`src/rtl/oscillator_mc_if.sv`:
```
`default_nettype none
// ============================================================================
//  Module      : oscillator_mc_if
//  Description : Control, load and sample-output bundle of the multi-channel
//                recursive sinusoid generator.
//                  master : sweep strobe, enable mask, channel load,
//                           overrun clear; receives tagged samples and status.
//                  slave  : the generator itself.
//  Revision    : 1.0 - initial release
// ============================================================================
interface oscillator_mc_if #(
   parameter int WIDTH    = 32,
   parameter int CHANNELS = 4
);
   localparam int CH_W = (CHANNELS > 1) ? $clog2(CHANNELS) : 1;

   logic                tick;
   logic [CHANNELS-1:0] ch_en;
   logic                load_en;
   logic [CH_W-1:0]     load_ch;
   logic [WIDTH-1:0]    load_init1;
   logic [WIDTH-1:0]    load_coef;
   logic                load_ready;
   logic                busy;
   logic                out_valid;
   logic [CH_W-1:0]     out_ch;
   logic [WIDTH-1:0]    out_data;
   logic                out_sat;
   logic                overrun;
   logic                overrun_clr;

   modport master (
      output tick, ch_en, load_en, load_ch, load_init1, load_coef, overrun_clr,
      input  load_ready, busy, out_valid, out_ch, out_data, out_sat, overrun
   );

   modport slave (
      input  tick, ch_en, load_en, load_ch, load_init1, load_coef, overrun_clr,
      output load_ready, busy, out_valid, out_ch, out_data, out_sat, overrun
   );
endinterface
`default_nettype wire

```
`src/rtl/oscillator_mc.sv`:
```
`default_nettype none
// ============================================================================
//  Module      : oscillator_mc
//  Description : Time-multiplexed multi-channel recursive sinusoid generator.
//                Each channel evaluates y[n] = coef*y[n-1] - y[n-2] with coef
//                in Q(WIDTH-FRAC).FRAC. One shared multiplier, two-stage
//                pipeline, saturating result, per-channel load and enable.
//  Ports       : Fg_CLK  - clock, rising edge
//                RESET   - asynchronous reset, active-high
//                bus     - oscillator_mc_if.slave (tick, ch_en, load_*,
//                          overrun_clr in; load_ready, busy, out_*, overrun out)
//  Revision    : 1.0 - initial release
// ============================================================================
module oscillator_mc #(
   parameter int WIDTH    = 32,
   parameter int FRAC     = 29,
   parameter int CHANNELS = 4
) (
   input  wire logic       Fg_CLK,
   input  wire logic       RESET,
   oscillator_mc_if.slave  bus
);
   localparam int CH_W = (CHANNELS > 1) ? $clog2(CHANNELS) : 1;
   localparam int PW   = 2 * WIDTH;
   localparam int DW   = WIDTH + FRAC + 1;
   localparam logic [CH_W-1:0] c_LAST_SLOT = CH_W'(CHANNELS - 1);

   typedef enum logic [1:0] {
      ST_IDLE  = 2'd0,
      ST_ISSUE = 2'd1,   // one slot enters stage 1 per cycle
      ST_DRAIN = 2'd2    // last slot finishes stage 2
   } state_t;

   state_t                  r_state;
   logic [CH_W-1:0]         r_slot;
   logic                    r_busy;
   logic                    r_ovr;

   logic signed [WIDTH-1:0] r_y1   [CHANNELS];
   logic signed [WIDTH-1:0] r_y2   [CHANNELS];
   logic signed [WIDTH-1:0] r_coef [CHANNELS];

   // Stage 1 registers
   logic                    r_s1_vld;
   logic                    r_s1_en;
   logic [CH_W-1:0]         r_s1_ch;
   logic signed [PW-1:0]    r_s1_p;
   logic signed [WIDTH-1:0] r_s1_y1;
   logic signed [WIDTH-1:0] r_s1_y2;

   // Registered outputs
   logic                    r_out_valid;
   logic [CH_W-1:0]         r_out_ch;
   logic signed [WIDTH-1:0] r_out_data;
   logic                    r_out_sat;

   // ---------------- Stage 1: shared multiplier ----------------
   logic signed [PW-1:0]    w_coef_x;
   logic signed [PW-1:0]    w_y1_x;
   logic signed [PW-1:0]    w_p;

   assign w_coef_x = PW'(r_coef[r_slot]);
   assign w_y1_x   = PW'(r_y1[r_slot]);
   assign w_p      = w_coef_x * w_y1_x;

   // ---------------- Stage 2: scale, subtract, saturate ----------------
   logic signed [DW-1:0]    w_q;
   logic signed [DW-1:0]    w_y2_x;
   logic signed [DW-1:0]    w_d;
   logic [DW-WIDTH:0]       w_hi;
   logic                    w_ovf;
   logic signed [WIDTH-1:0] w_y_new;

   // Arithmetic shift floors; the quotient always fits in DW bits.
   assign w_q    = DW'(r_s1_p >>> FRAC);
   assign w_y2_x = DW'(r_s1_y2);
   assign w_d    = w_q - w_y2_x;

   // In range exactly when every bit from the WIDTH-bit sign position up
   // is a copy of the sign.
   assign w_hi    = w_d[DW-1:WIDTH-1];
   assign w_ovf   = ~((&w_hi) | ~(|w_hi));
   assign w_y_new = !w_ovf        ? w_d[WIDTH-1:0] :
                    w_d[DW-1]     ? {1'b1, {(WIDTH-1){1'b0}}} :
                                    {1'b0, {(WIDTH-1){1'b1}}};

   logic w_ld_ok;
   assign w_ld_ok = bus.load_en && !r_busy && (32'(bus.load_ch) < 32'(CHANNELS));

   always_ff @(posedge Fg_CLK or posedge RESET) begin
      if (RESET) begin
         r_state     <= ST_IDLE;
         r_slot      <= '0;
         r_busy      <= 1'b0;
         r_ovr       <= 1'b0;
         r_s1_vld    <= 1'b0;
         r_s1_en     <= 1'b0;
         r_s1_ch     <= '0;
         r_s1_p      <= '0;
         r_s1_y1     <= '0;
         r_s1_y2     <= '0;
         r_out_valid <= 1'b0;
         r_out_ch    <= '0;
         r_out_data  <= '0;
         r_out_sat   <= 1'b0;
         for (int i = 0; i < CHANNELS; i++) begin
            r_y1[i]   <= '0;
            r_y2[i]   <= '0;
            r_coef[i] <= '0;
         end
      end else begin
         // Set has priority over clear.
         if (bus.tick && r_busy)
            r_ovr <= 1'b1;
         else if (bus.overrun_clr)
            r_ovr <= 1'b0;

         r_s1_vld    <= 1'b0;
         r_out_valid <= 1'b0;

         case (r_state)
            ST_IDLE: begin
               if (bus.tick) begin
                  r_state <= ST_ISSUE;
                  r_slot  <= '0;
                  r_busy  <= 1'b1;
               end
            end
            ST_ISSUE: begin
               // Disabled slots still occupy the pipeline so sweep timing
               // does not depend on the mask.
               r_s1_vld <= 1'b1;
               r_s1_en  <= bus.ch_en[r_slot];
               r_s1_ch  <= r_slot;
               r_s1_p   <= w_p;
               r_s1_y1  <= r_y1[r_slot];
               r_s1_y2  <= r_y2[r_slot];
               if (r_slot == c_LAST_SLOT)
                  r_state <= ST_DRAIN;
               else
                  r_slot <= r_slot + CH_W'(1);
            end
            ST_DRAIN: begin
               r_state <= ST_IDLE;
               r_busy  <= 1'b0;
            end
            default: begin
               r_state <= ST_IDLE;
               r_busy  <= 1'b0;
            end
         endcase

         // Writeback of channel i coincides with the stage-1 read of i+1,
         // so the two never touch the same channel.
         if (r_s1_vld && r_s1_en) begin
            r_y2[r_s1_ch] <= r_s1_y1;
            r_y1[r_s1_ch] <= w_y_new;
            r_out_valid   <= 1'b1;
            r_out_ch      <= r_s1_ch;
            r_out_data    <= w_y_new;
            r_out_sat     <= w_ovf;
         end

         // Loads are only accepted while idle, so they never collide with
         // a writeback.
         if (w_ld_ok) begin
            r_y1[bus.load_ch]   <= bus.load_init1;
            r_y2[bus.load_ch]   <= '0;
            r_coef[bus.load_ch] <= bus.load_coef;
         end
      end
   end

   assign bus.load_ready = ~r_busy;
   assign bus.busy       = r_busy;
   assign bus.out_valid  = r_out_valid;
   assign bus.out_ch     = r_out_ch;
   assign bus.out_data   = r_out_data;
   assign bus.out_sat    = r_out_sat;
   assign bus.overrun    = r_ovr;

endmodule
`default_nettype wire

```
`src/flat_wrapper.sv`:
```
// flat-port wrapper written by rule: the top's interface ports become plain ports
module oscillator_mc_flat 
#(
   parameter int WIDTH    = 32,
   parameter int FRAC     = 29,
   parameter int CHANNELS = 4
)
  (Fg_CLK, RESET, bus_tick, bus_ch_en, bus_load_en, bus_load_ch, bus_load_init1, bus_load_coef, bus_overrun_clr, bus_load_ready, bus_busy, bus_out_valid, bus_out_ch, bus_out_data, bus_out_sat, bus_overrun);
  oscillator_mc_if #(.WIDTH(WIDTH), .CHANNELS(CHANNELS)) bus_i ();
  input  wire logic Fg_CLK;
  input  wire logic RESET;
  input wire logic [$bits(bus_i.tick)-1:0] bus_tick;
  input wire logic [$bits(bus_i.ch_en)-1:0] bus_ch_en;
  input wire logic [$bits(bus_i.load_en)-1:0] bus_load_en;
  input wire logic [$bits(bus_i.load_ch)-1:0] bus_load_ch;
  input wire logic [$bits(bus_i.load_init1)-1:0] bus_load_init1;
  input wire logic [$bits(bus_i.load_coef)-1:0] bus_load_coef;
  input wire logic [$bits(bus_i.overrun_clr)-1:0] bus_overrun_clr;
  output wire logic [$bits(bus_i.load_ready)-1:0] bus_load_ready;
  output wire logic [$bits(bus_i.busy)-1:0] bus_busy;
  output wire logic [$bits(bus_i.out_valid)-1:0] bus_out_valid;
  output wire logic [$bits(bus_i.out_ch)-1:0] bus_out_ch;
  output wire logic [$bits(bus_i.out_data)-1:0] bus_out_data;
  output wire logic [$bits(bus_i.out_sat)-1:0] bus_out_sat;
  output wire logic [$bits(bus_i.overrun)-1:0] bus_overrun;
  assign bus_i.tick = bus_tick;
  assign bus_i.ch_en = bus_ch_en;
  assign bus_i.load_en = bus_load_en;
  assign bus_i.load_ch = bus_load_ch;
  assign bus_i.load_init1 = bus_load_init1;
  assign bus_i.load_coef = bus_load_coef;
  assign bus_i.overrun_clr = bus_overrun_clr;
  assign bus_load_ready = bus_i.load_ready;
  assign bus_busy = bus_i.busy;
  assign bus_out_valid = bus_i.out_valid;
  assign bus_out_ch = bus_i.out_ch;
  assign bus_out_data = bus_i.out_data;
  assign bus_out_sat = bus_i.out_sat;
  assign bus_overrun = bus_i.overrun;
  oscillator_mc #(.WIDTH(WIDTH), .FRAC(FRAC), .CHANNELS(CHANNELS)) u_core (.Fg_CLK(Fg_CLK), .RESET(RESET), .bus(bus_i));
endmodule
```
`config.mk`:
```
export PLATFORM = sky130hd
export DESIGN_NAME = oscillator_mc_flat
export DESIGN_NICKNAME = d
export VERILOG_FILES = /design/src/rtl/oscillator_mc_if.sv /design/src/rtl/oscillator_mc.sv /design/src/flat_wrapper.sv
export SDC_FILE = /design/constraint.sdc
export NUM_CORES = 2
export LEC_CHECK = 0
export CAP_MARGIN = 10
export CORE_MARGIN = 2
export CORE_UTILIZATION = 40
export DETAILED_ROUTE_END_ITERATION = 8
export PLACE_DENSITY = 0.66
export SYNTH_ARGS = -nofsm -noshare
export SYNTH_HDL_FRONTEND = slang
export SYNTH_SLANG_ARGS = --single-unit
```
`constraint.sdc`:
```
create_clock -name Fg_CLK -period 58.2 [get_ports Fg_CLK]
set_input_delay 11.64 -clock Fg_CLK [delete_from_list [all_inputs] [get_ports Fg_CLK]]
set_output_delay 11.64 -clock Fg_CLK [all_outputs]
set_load 0.02 [all_outputs]
```
Yosys cells after proc, flatten, opt, wreduce, memory -nomap -nowiden
Cells that the tools add are included.
{"block": "word_totals", "in_bits": 75, "memories": 0, "ram_bits": 0, "register_bits": 558, "latch_bits": 0, "elab_cells": 101, "mem_bits_ro": 0}
{"block": "classes", "div_mod_pow": 0, "n_bitwise": 10, "n_shift": 0, "n_reduce_logical": 14, "order_cmp": 6, "addsub": 2, "n_eq_ne": 5, "n_mux": 37, "mul": 1}
{"operator": "bitwise mux 128 bit", "n": 4}
{"operator": "2-to-1 mux 128 bit", "n": 4}
{"operator": "2-to-1 mux 32 bit", "n": 10}
{"operator": "binary-select mux 32 bit (select 2 bit)", "n": 3}
{"operator": "bitwise AND 128 bit", "n": 1}
{"operator": "demux 32 bit (select 2 bit)", "n": 2}
{"operator": "NOT 128 bit", "n": 1}
{"operator": "multiplier 32 x 32 -> 64 bit", "n": 1}
{"operator": "subtractor 35 x 32 -> 36 bit", "n": 1}
{"operator": "AND reduction 31 bit", "n": 1}
{"operator": "OR reduction 31 bit", "n": 1}
{"operator": ">= comparator 3 bit (second input constant)", "n": 3}
{"operator": "NOT 2 -> 3 bit", "n": 3}
{"operator": "2-to-1 mux 2 bit", "n": 4}
{"operator": "one-hot mux 2 bit (2 select lines)", "n": 2}
{"operator": "< comparator 3 x 1 -> 1 bit (second input constant)", "n": 2}
{"operator": "2-to-1 mux 1 bit", "n": 6}
{"operator": "logical AND 1 bit", "n": 5}
{"operator": "inequality test 2 bit (second input constant)", "n": 2}
{"operator": "NOT 1 bit", "n": 4}
{"operator": "AND reduction 2 bit", "n": 2}
{"operator": "nonzero test 2 bit", "n": 2}
{"operator": "< comparator 2 x 3 -> 1 bit (second input constant)", "n": 1}
{"operator": "AND reduction 3 bit", "n": 1}
{"operator": "other kinds (9)", "n": 9}

Depth between registers and ports, before layout
{"block": "depth", "ltp_word": 9, "mapped_depth": 36, "mapped_depth_nobuf": 31}

Least setup slack after synthesis
Ideal clock, no wire load.
{"block": "synth_timing", "kind": "input-to-reg", "start": "in bus_load_en", "end": "reg u_core.r_coef[100] in the netlist's numbering", "arrival_ps": 12900, "setup_slack_ps": 45175, "setup_ps": 125, "path_stages": 4, "cell_sequence": "nand2_1 nor3_1 clkbuf_1 mux2_2"}
{"block": "synth_via", "elab_chain_cells": 1}
{"item": "from (decl)", "line_no": "flat_wrapper.sv:14", "source": "input wire logic [$bits(bus_i.load_en)-1:0] bus_load_en;"}
{"item": "logical AND 1 bit", "line_no": "oscillator_mc.sv:88", "source": "assign w_ld_ok = bus.load_en && !r_busy && (32'(bus.load_ch) < 32'(CHANNELS));"}
{"item": "to (signal, indexed assignment)", "line_no": "oscillator_mc.sv:169", "source": "r_coef[bus.load_ch] <= bus.load_coef;"}
{"item": "to (decl)", "line_no": "oscillator_mc.sv:41", "source": "logic signed [WIDTH-1:0] r_coef [CHANNELS];"}
Every way passes these cells.
A chain may end at the register's enable or synchronous reset.

Final worst setup path
{"block": "layout_timing", "start": "in bus_load_ch[0]", "end": "reg u_core.r_coef[30] in the netlist's numbering"}
{"block": "layout_via", "elab_chain_cells": 6, "elab_cells_between_ends": 7, "cone_classes": "order compare: 2; mux: 3; bitwise: 1; reduce/logical: 1"}
{"item": "from (decl)", "line_no": "flat_wrapper.sv:15", "source": "input wire logic [$bits(bus_i.load_ch)-1:0] bus_load_ch;"}
{"item": "NOT 2 -> 3 bit (not written as such) *", "line_no": "oscillator_mc.sv:169"}
{"item": ">= comparator 3 bit (not written as such) or < comparator 3 x 1 -> 1 bit (tied branches)", "line_no": "oscillator_mc.sv:169"}
{"item": "logical AND 1 bit (not written as such)", "line_no": "oscillator_mc.sv:169"}
{"item": "2-to-1 mux 32 bit (not written as such)", "line_no": "oscillator_mc.sv:169"}
{"item": "demux 32 bit (select 2 bit) *", "line_no": "oscillator_mc.sv:169"}
{"item": "bitwise mux 128 bit *", "line_no": "oscillator_mc.sv:169"}
Mark *: on every way between the ends. The rest lies on a longest branch, timed or not.

==> flow_summary.yaml <==
setup_path:
  cp_slowest_cell: "clkdlybuf4s50_1"
  worstPathCellList: "clkdlybuf4s50_1, and3_4, buf_4, buf_4, mux2_2"
  critPathKind: "in2reg"
  required_ns: 58.66
  cp_max_fo: 43
  r2r-start: "u_core.r_slot[0]"
  crit_path_max_incr_delay_ns: 0.67
  crit_path_end_kind: "register"
  critPathArrivalTime_ns: 14.50
  cp_common_cell: "buf_4"
  crit_start: "bus_load_ch[0]"
  start_kind: "primary input"
logic_synthesis:
  ys_seq_area_share_pct: 22.2
  ys_types: 82
  synth-edff-count: 0
  syn_inst: 6228
  yosys.area.top_type: "fa_1"
  ys_ff_latch: 529
  synth-async-reset-ratio_pct: 100
  ys.flop_type: "dfrtp_1"
  syn_nets: 7601
  synth_warnings: 0
  avgSynthCellArea_um2: 9.58
  synthTopCellsByArea: "fa_1, dfrtp_1, inv_1, nand2_1, ha_1"
  syn_area_um2: 59700
  synth_top_area_share_pct: 36.3
final_layout:
  layout-drive-gt1-share_pct: 8.25
  synthToLayoutAreaGrowth_pct: 8.76
  finish.utilization_pct: 43.9
  nFillCells: 14100
  multiInputGateArea_um2: 41400
  regArea_um2: 13200
  layout.nets: 7547
timing:
  finalMaxSlewViolations: 0
  rsz0062_at_grt: "no"
  setup_viol: 0
  tightest_slew_ns: 1.25
  fin_skew_ns: 0.0604
  clock.fmax_mhz: 71.2
  hold_viol: 0
  tns_ns: 0
  period_needed_ns: 14.04
  period_share_pct: 24.1
  slew_headroom_pct: 15.9
cts:
  cts_tree: "yes"
  post-cts-setup-buffers: 0
  h-tree-depth: 2
  cts_buffers: 53
  clock_tree.buffer_depth: 3
  ctsResizeCount: 0
  clkSlewWorstSetupHoldPaths_ns: 0.06
  insertion_delay_ns: 0.63
  cts_root_buf: "clkbuf_16"
  hold_buffers: 0
  cts.sinks: 529
hold_path:
  min_from: "u_core.r_state[1]"
  hp-class: "reg2reg"
floorplanning:
  die_area_um2: 152000
  core_um2: 148000
  row_count: 141
  die_width_um: 390
  start_util_pct: 40.3
  ios: 114
  die_y_um: 390
routing:
  routed_via_density: 5.60
  num_vias: 45600
  finalWirelength_mm: 189
  wire_per_inst_um: 23.1
  ant_nets: 0
  initialDrtViolationCount: 4660
  drc: 0
  first_pass_iters: 6
placed_design:
  dpl.hpwl_mm: 134
  io_buffers: 113
  gp_congestion: 0.983
global_routing:
  grt_max_degree: 161
  grt_pass1_wl_mm: 290
  grt_usage_pct: 25.2
  overflow: 0
  antenna_found_initial: 17
  grt_pass1_vias: 47500
run:
  maxCapViolCount: 0
run_status:
  status: "finished clean"
==> synth_stat cells (55+ instances only) <==
| library cell | count |
|---|---|
| dfrtp_1 | 529 |
| fa_1 | 1082 |
| o21ai_0 | 287 |
| inv_1 | 1042 |
| nand2_1 | 1021 |
| nor2_1 | 518 |
| a21oi_1 | 241 |
| and2_1 | 57 |
| o21ai_1 | 58 |
| ha_1 | 216 |
| a22oi_1 | 124 |
| clkbuf_1 | 311 |
| mux2_2 | 181 |
| mux2i_1 | 55 |
==> layout make-up <==
cell class                      count  share of cell area (%)
Antenna cell                        4                  0.0154
Sequential cell                   529                    20.4
Clock inverter                     23                   0.434
Multi-Input combinational cell   4305                    63.8
Timing Repair Buffer              242                    3.27
Clock buffer                       74                    2.35
Tap cell                         1930                    3.72
Inverter                         1043                    6.04
==> worst paths after layout <==
kind / end / slack [ns] / cells past startpoint
setup / recovery: u_core.r_coef[30] / 44.16 / 5
hold / removal: u_core.bus.busy / 0.46 / 1
setup reg to reg: u_core.r_s1_p[53] / 46.16 / 29
hold reg to reg: u_core.bus.busy / 0.46 / 1
max in group asynchronous: u_core.r_coef[3] / 44.36 / 4
min in group asynchronous: u_core.bus.out_data[29] / 11.53 / 2
==> through the flow <==
stage	instance area, µm²	cells	worst slack [ns]	hold WS (ns)
floorplan	59700	6228	31.78	0.413
detailed placement	63100	8049	43.61	0.446
CTS	64900	8146	44.20	0.459
finish	64900	8150	44.16	0.462
global placement	63100	8049	43.64	0.434
global route	64900	8148	44.02	0.498
==> routing by layer <==
metal	GRT usage (%)	up-vias	wire length, µm
li1	-	19200	-
met3	6.07	515	21100
met4	11.7	6	10800
met5	0	-	40
met1	33.9	23400	73000
met2	38.6	2533	83600
==> sequential cells by signal (all words and copies together) (netlist names) <==
register,count
u_core.r_s1_y2,32
u_core.r_coef,128
u_core.r_y2,128
u_core.bus.out_data,32
u_core.r_s1_ch,2
u_core.bus.out_ch,2
u_core.bus.out_valid,1
u_core.r_s1_p,35
u_core.r_slot,2
u_core.bus.busy,1
u_core.r_s1_vld,1
u_core.r_state,2
u_core.r_s1_en,1
u_core.r_y1,128
u_core.r_s1_y1,32
u_core.bus.overrun,1
u_core.bus.out_sat,1
==> layout by cell type (no fill, tap or decap), types with 44 or more instances in the layout <==
cell type        synthesis  layout
a21oi_1                241     241
a22oi_1                124     124
and2_1                  57      57
buf_4                    8     127
clkbuf_16                0      54
clkdlybuf4s50_1          0     113
dfrtp_1                529     527
fa_1                  1082    1082
ha_1                   216     216
inv_1                 1042    1040
mux2_2                 181     181
mux2i_1                 55      55
mux4_2                  44      44
nand2_1               1021    1020
nor2_1                 518     511
o21a_1                  54      51
o21ai_0                287     266
o21ai_1                 58      56
xnor2_1                 47      47
==> cell families (layout without fill, tap and decap cells) <==
group                    count (synthesis)  count (layout)  share of synthesized area (%)
flip-flops                             529             529                           22.2
adder cells (fa/ha/maj)               1298            1298                           40.8
XOR/XNOR                                72              72                           1.06
multiplexers                           284             284                           6.17
AND/OR/NAND/NOR                       1757            1757                           12.0
other                                    0               4                              0
buffers and inverters                 1394            1382                           8.86
AO/OA/AOI/OAI                          894             894                           8.96
==> worst max-delay path, delay by kind of cell <==
kind                   cells  cell delay, ns
buffers and inverters      3            1.77
multiplexers               1            0.38
AND/OR/NAND/NOR            1            0.61
Power is left out: the tool's default activity adds up to more than one toggle a clock period on the data nets, which glitch-free logic cannot reach.
